## config.mk

```make
export PLATFORM = sky130hd
export DESIGN_NAME = axil_apb_bridge
export DESIGN_NICKNAME = d
export VERILOG_FILES = /design/src/rtl/axil_apb_pkg.sv /design/src/rtl/axil_apb_arb.sv /design/src/rtl/axil_apb_bridge.sv
export SDC_FILE = /design/constraint.sdc
export NUM_CORES = 1
export LEC_CHECK = 0
export CAP_MARGIN = 20
export CELL_PAD_IN_SITES_DETAIL_PLACEMENT = 0
export CELL_PAD_IN_SITES_GLOBAL_PLACEMENT = 1
export CORE_ASPECT_RATIO = 1.4
export CORE_MARGIN = 4
export CORE_UTILIZATION = 25
export CTS_CLUSTER_DIAMETER = 40
export CTS_CLUSTER_SIZE = 28
export DETAILED_ROUTE_END_ITERATION = 12
export MAX_ROUTING_LAYER = met4
export PLACE_DENSITY = 0.69
export SLEW_MARGIN = 20
export SYNTH_ARGS = -nofsm -noshare
export SYNTH_HDL_FRONTEND = slang
export SYNTH_SLANG_ARGS = --single-unit
```

## constraint.sdc

```tcl
create_clock -name clk -period 3.9 [get_ports clk]
set_input_delay 1.17 -clock clk [delete_from_list [all_inputs] [get_ports clk]]
set_output_delay 1.17 -clock clk [all_outputs]
set_load 0.1 [all_outputs]
```

## src/rtl/axil_apb_pkg.sv

```systemverilog
// axil_apb_pkg: shared FSM states, response codes and response helper for the AXI-lite to APB bridge
package axil_apb_pkg;
  typedef enum logic [2:0] {
    IDLE,
    SETUP,
    ACCESS,
    RRESP,
    BRESP
  } state_e;
  localparam logic [1:0] RESP_OKAY   = 2'b00;
  localparam logic [1:0] RESP_SLVERR = 2'b10;
  function automatic logic [1:0] resp_of(input logic err);
    return err ? RESP_SLVERR : RESP_OKAY;
  endfunction
endpackage

```

## src/rtl/axil_apb_arb.sv

```systemverilog
// axil_apb_arb: 2-way round-robin grant between read and write requests
//  clk, rst_n      clock, async active-low reset
//  rd_req, wr_req  eligible read / write requests
//  advance         a grant was taken this cycle; remember who was served
//  gnt_rd, gnt_wr  one-hot (or zero) grant
module axil_apb_arb (
  input  logic clk,
  input  logic rst_n,
  input  logic rd_req,
  input  logic wr_req,
  input  logic advance,
  output logic gnt_rd,
  output logic gnt_wr
);
  // Resets to "write served last" so the first conflict goes to the read.
  logic last_wr_q, last_wr_d;
  assign gnt_rd = rd_req & (~wr_req | last_wr_q);
  assign gnt_wr = wr_req & (~rd_req | ~last_wr_q);
  always_comb last_wr_d = advance ? gnt_wr : last_wr_q;
  always_ff @(posedge clk or negedge rst_n)
    if (!rst_n) last_wr_q <= 1'b1;
    else        last_wr_q <= last_wr_d;
endmodule

```

## src/rtl/axil_apb_bridge.sv

```systemverilog
// axil_apb_bridge: AXI-lite slave to APB4 master, one transaction at a time
//  clk, rst_n     clock, async active-low reset
//  s_axil_aw*/w*  write address/data (AW and W are accepted together)
//  s_axil_b*      write response
//  s_axil_ar*     read address
//  s_axil_r*      read data/response
//  m_apb_*        APB4 master (paddr word-aligned, pstrb zero on reads)
//  Optional: define APB_TIMEOUT_EN to build an ACCESS-phase watchdog of TIMEOUT_CYCLES
//  that aborts a hung transfer with SLVERR.
module axil_apb_bridge
  import axil_apb_pkg::*;
#(
  parameter int ADDR_WIDTH     = 32,
  parameter int DATA_WIDTH     = 32,
  parameter int STRB_WIDTH     = DATA_WIDTH / 8,
  parameter int TIMEOUT_CYCLES = 256
) (
  input  logic                  clk,
  input  logic                  rst_n,
  input  logic [ADDR_WIDTH-1:0] s_axil_awaddr,
  input  logic [2:0]            s_axil_awprot,
  input  logic                  s_axil_awvalid,
  output logic                  s_axil_awready,
  input  logic [DATA_WIDTH-1:0] s_axil_wdata,
  input  logic [STRB_WIDTH-1:0] s_axil_wstrb,
  input  logic                  s_axil_wvalid,
  output logic                  s_axil_wready,
  output logic [1:0]            s_axil_bresp,
  output logic                  s_axil_bvalid,
  input  logic                  s_axil_bready,
  input  logic [ADDR_WIDTH-1:0] s_axil_araddr,
  input  logic [2:0]            s_axil_arprot,
  input  logic                  s_axil_arvalid,
  output logic                  s_axil_arready,
  output logic [DATA_WIDTH-1:0] s_axil_rdata,
  output logic [1:0]            s_axil_rresp,
  output logic                  s_axil_rvalid,
  input  logic                  s_axil_rready,
  output logic [ADDR_WIDTH-1:0] m_apb_paddr,
  output logic [2:0]            m_apb_pprot,
  output logic                  m_apb_psel,
  output logic                  m_apb_penable,
  output logic                  m_apb_pwrite,
  output logic [DATA_WIDTH-1:0] m_apb_pwdata,
  output logic [STRB_WIDTH-1:0] m_apb_pstrb,
  input  logic [DATA_WIDTH-1:0] m_apb_prdata,
  input  logic                  m_apb_pready,
  input  logic                  m_apb_pslverr
);
  localparam logic [ADDR_WIDTH-1:0] ADDR_MASK = ~ADDR_WIDTH'(STRB_WIDTH - 1);
  state_e                state_q, state_d;
  logic [ADDR_WIDTH-1:0] paddr_q, paddr_d;
  logic [2:0]            pprot_q, pprot_d;
  logic                  pwrite_q, pwrite_d;
  logic [DATA_WIDTH-1:0] pwdata_q, pwdata_d;
  logic [STRB_WIDTH-1:0] pstrb_q, pstrb_d;
  logic [DATA_WIDTH-1:0] rdata_q, rdata_d;
  logic [1:0]            resp_q, resp_d;
  logic                  idle, gnt_rd, gnt_wr, acc_rd, acc_wr, timeout;
  assign idle = rst_n & (state_q == IDLE);
  axil_apb_arb u_arb (
    .clk     (clk),
    .rst_n   (rst_n),
    .rd_req  (s_axil_arvalid),
    .wr_req  (s_axil_awvalid & s_axil_wvalid),
    .advance (acc_rd | acc_wr),
    .gnt_rd  (gnt_rd),
    .gnt_wr  (gnt_wr)
  );
  assign acc_rd         = idle & gnt_rd;
  assign acc_wr         = idle & gnt_wr;
  assign s_axil_arready = acc_rd;
  assign s_axil_awready = acc_wr;
  assign s_axil_wready  = acc_wr;
  assign s_axil_rvalid  = state_q == RRESP;
  assign s_axil_bvalid  = state_q == BRESP;
  assign s_axil_rdata   = rdata_q;
  assign s_axil_rresp   = resp_q;
  assign s_axil_bresp   = resp_q;
  // psel/penable decode straight from state so an async reset drops them at once.
  assign m_apb_psel     = (state_q == SETUP) | (state_q == ACCESS);
  assign m_apb_penable  = state_q == ACCESS;
  assign m_apb_paddr    = paddr_q;
  assign m_apb_pprot    = pprot_q;
  assign m_apb_pwrite   = pwrite_q;
  assign m_apb_pwdata   = pwdata_q;
  assign m_apb_pstrb    = pstrb_q;
`ifdef APB_TIMEOUT_EN
  localparam int CW = $clog2(TIMEOUT_CYCLES) > 0 ? $clog2(TIMEOUT_CYCLES) : 1;
  logic [CW-1:0] cnt_q, cnt_d;
  assign timeout = (state_q == ACCESS) & (cnt_q == CW'(TIMEOUT_CYCLES - 1));
  always_comb
    cnt_d = state_q == SETUP ? '0 :
            (state_q == ACCESS && !m_apb_pready) ? cnt_q + CW'(1) : cnt_q;
  always_ff @(posedge clk or negedge rst_n)
    if (!rst_n) cnt_q <= '0;
    else        cnt_q <= cnt_d;
`else
  assign timeout = 1'b0;
`endif
  always_comb begin
    state_d  = state_q;
    paddr_d  = paddr_q;
    pprot_d  = pprot_q;
    pwrite_d = pwrite_q;
    pwdata_d = pwdata_q;
    pstrb_d  = pstrb_q;
    rdata_d  = rdata_q;
    resp_d   = resp_q;
    unique case (state_q)
      IDLE: begin
        if (acc_rd) begin
          state_d  = SETUP;
          paddr_d  = s_axil_araddr & ADDR_MASK;
          pprot_d  = s_axil_arprot;
          pwrite_d = 1'b0;
          pwdata_d = '0;
          pstrb_d  = '0;
        end else if (acc_wr) begin
          state_d  = SETUP;
          paddr_d  = s_axil_awaddr & ADDR_MASK;
          pprot_d  = s_axil_awprot;
          pwrite_d = 1'b1;
          pwdata_d = s_axil_wdata;
          pstrb_d  = s_axil_wstrb;
        end
      end
      SETUP: state_d = ACCESS;
      ACCESS: begin
        if (m_apb_pready) begin
          state_d = pwrite_q ? BRESP : RRESP;
          resp_d  = resp_of(m_apb_pslverr);
          rdata_d = pwrite_q ? '0 : m_apb_prdata;
        end else if (timeout) begin
          state_d = pwrite_q ? BRESP : RRESP;
          resp_d  = RESP_SLVERR;
          rdata_d = '0;
        end
      end
      RRESP: state_d = s_axil_rready ? IDLE : RRESP;
      BRESP: state_d = s_axil_bready ? IDLE : BRESP;
      default: state_d = IDLE;
    endcase
  end
  always_ff @(posedge clk or negedge rst_n)
    if (!rst_n) begin
      state_q  <= IDLE;
      paddr_q  <= '0;
      pprot_q  <= '0;
      pwrite_q <= 1'b0;
      pwdata_q <= '0;
      pstrb_q  <= '0;
      rdata_q  <= '0;
      resp_q   <= RESP_OKAY;
    end else begin
      state_q  <= state_d;
      paddr_q  <= paddr_d;
      pprot_q  <= pprot_d;
      pwrite_q <= pwrite_d;
      pwdata_q <= pwdata_d;
      pstrb_q  <= pstrb_d;
      rdata_q  <= rdata_d;
      resp_q   <= resp_d;
    end
endmodule

```

==> metrics <==
status=completed; asr flop ratio synth=1.00; EDFF count, synth=0; count leader, synth=dfrtp_1; Mapped Area=0.00463 mm2; total CTS buffers=9; root buffer cell=clkbuf_16; Clock Latency Late Sink=0.35 ns; WL/cell=16.7 um; first-pass GRT wire length=22100 um; area added between synthesis and finish=61.9%; initial drt markers=156; Final Max Slew Viols=0; adder-cell share of the synthesized area=0; remaining antenna violation count=0; vias in the first global route=4138; Worst Hold Class=flop to flop; number of synthesized register bits=107; CTS resizes=0; post-synth cell types=29; Synth Flop Type=dfrtp_1; antenna violations before repair=0; setup_tns=0 ns; Setup Skew=0.00988 ns; total grt overflow=0; Post-Place Cells=846; Clk pin slew, worst setup/hold paths=0.07 ns; worst-case clock buffer depth=2; post-CTS setup buffers=0; fin nets=764; Post-Syn Instances=377; I/O pin count=262; RSZ-0062 raised after global routing=no; TritonCTS clock tree=yes; final hold viol count=0; ranking of synthesized cells by area=dfrtp_1 (57%), a2bb2oi_2 (9.7%), a22o_1 (6.8%); Worst Setup Start Kind=input port; Buffers on Ports=253; Critical Path AT=2.51 ns; main combinational cell family by area after synthesis=compound AO/OA/AOI/OAI gates; CP max FO=4; slew margin rel.=0.330; share of post-route cells with drive strength above 1=0.219; worst-margin pin slew=1.00 ns; hold_buf cts=0; max cap viols=0; Synth top area share=0.573; H-tree levels=3; die width=123 um; proportion of synthesized area in mux cells=0.00243; Post-route DRC=0; Final GP Congestion=0.724; Yosys warning count=0; Synth area leader=dfrtp_1; Finish-stage setup viols=0; Die Span Y=169 um; die area=0.0208 mm2; FF-to-FF path depth=4; most common library cells after synthesis=dfrtp_1 (106), nand2_1 (38), a22o_1 (36); post-synthesis simple-gate area fraction=0.0927; Worst EP required=2.73 ns; clk sinks=107; pre-CTS setup slack=0.231 ns; Starting Density=0.256; Total Wirelength=14400 um; largest net degree at the start of global routing=68; Non-Filler Instances=862; Hold Path Cell Cnt=2; n_diodes=0; Setup crit end kind=output port; Tmin final=3.68 ns; register area share after synthesis=0.579; Worst Setup Path Type=input port to output port; Syn Area/Cell=12.3 um2; gr usage total=0.140; drt first pass iters=4; CORE AREA=0.0181 mm2; xor and xnor fraction of the mapped netlist area=0.00189; Compound-Gate Fraction of Synth Area=0.268; final setup margin=0.224 ns; Vias=3856; Final period util=0.943; dpl hpwl=10800 um; Max Fclk=272 MHz; # rows=58; number of vias per cell=4.47
registers in the layout, summed over array words and instances (netlist names):
signal	flops
s_axil_bresp	1
m_apb_pprot	3
m_apb_pwdata	32
m_apb_pwrite	1
u_arb.last_wr_q	1
s_axil_rdata	32
m_apb_pstrb	4
m_apb_paddr	30
state_q	3
worst paths after layout:
kind / startpoint / end / slack [ns]
max reg2reg: state_q[2]$_DFFE_PN0P_ / m_apb_pprot[0]$_DFFE_PN0P_ / 1.55
min reg2reg: s_axil_rdata[19]$_DFFE_PN0P_ / s_axil_rdata[19]$_DFFE_PN0P_ / 0.48
min: s_axil_rdata[19]$_DFFE_PN0P_ / s_axil_rdata[19]$_DFFE_PN0P_ / 0.48
max in group asynchronous: rst_n / m_apb_paddr[15]$_DFFE_PN0P_ / 1.76
max: s_axil_awvalid / s_axil_wready / 0.22
min in group asynchronous: rst_n / state_q[2]$_DFFE_PN0P_ / 0.88
area by class of cell:
cell class,count,area (um2)
inverters,1,3.75
flip-flops and latches,107,2680
clock inverters,6,78.8
well taps,240,300
fillers,1713,10600
multi-input cells,233,1710
repair buffers,265,2480
clock buffers,10,239
worst max-delay path, stage by stage:
cell	delay, ns
clkdlybuf4s50_1	0.45
nand2_1	0.11
a21oi_1	0.19
and2_1	0.35
buf_12	0.22
metal layers:
layer | up-vias | wire length (um) | global-route usage
met4 | 0 | 145 | 0.0361
li1 | 1845 | - | -
met3 | 14 | 1010 | 0.0394
met5 | - | 0 | -
met2 | 154 | 7330 | 0.237
met1 | 1843 | 5930 | 0.162
cell usage in the layout (no fill, tap or decap), types with 2 or more instances in the layout:
cell type and n:
clkdlybuf4s50_1 182, dfrtp_1 106, buf_4 80, nand2_1 38, a22o_1 36, nand2b_1 33, o21ai_0 33, o22ai_1 33
a2bb2oi_2 30, clkbuf_16 9, nor2_1 5, a2bb2oi_1 5, conb_1 4, a21o_1 3, buf_12 3, a21oi_1 2
o21ai_2 2, inv_6 2, inv_8 2
per-stage QoR:
| stage | hold slack, ns | area, um2 | util |
|---|---|---|---|
| 6_report | 0.481 | 7490 | 0.415 |
| 5_1_grt | 0.497 | 7490 | 0.415 |
| 4_1_cts | 0.485 | 7490 | 0.415 |
| 3_5_place_dp | 0.469 | 7180 | 0.397 |
| 3_3_place_gp | 0.464 | 7180 | 0.397 |
| 2_1_floorplan | 0.508 | 4640 | - |
logic make-up after synthesis:
| logic type | count (synthesis) |
|---|---|
| XOR/XNOR | 1 |
| multiplexers | 1 |
| AO/OA/AOI/OAI | 145 |
| AND/OR/NAND/NOR | 82 |
| other | 1 |
| buffers and inverters | 40 |
| flip-flops | 107 |
Power is not shown: default switching activity piles up to over one toggle a cycle in this logic, so the estimate is an artifact.
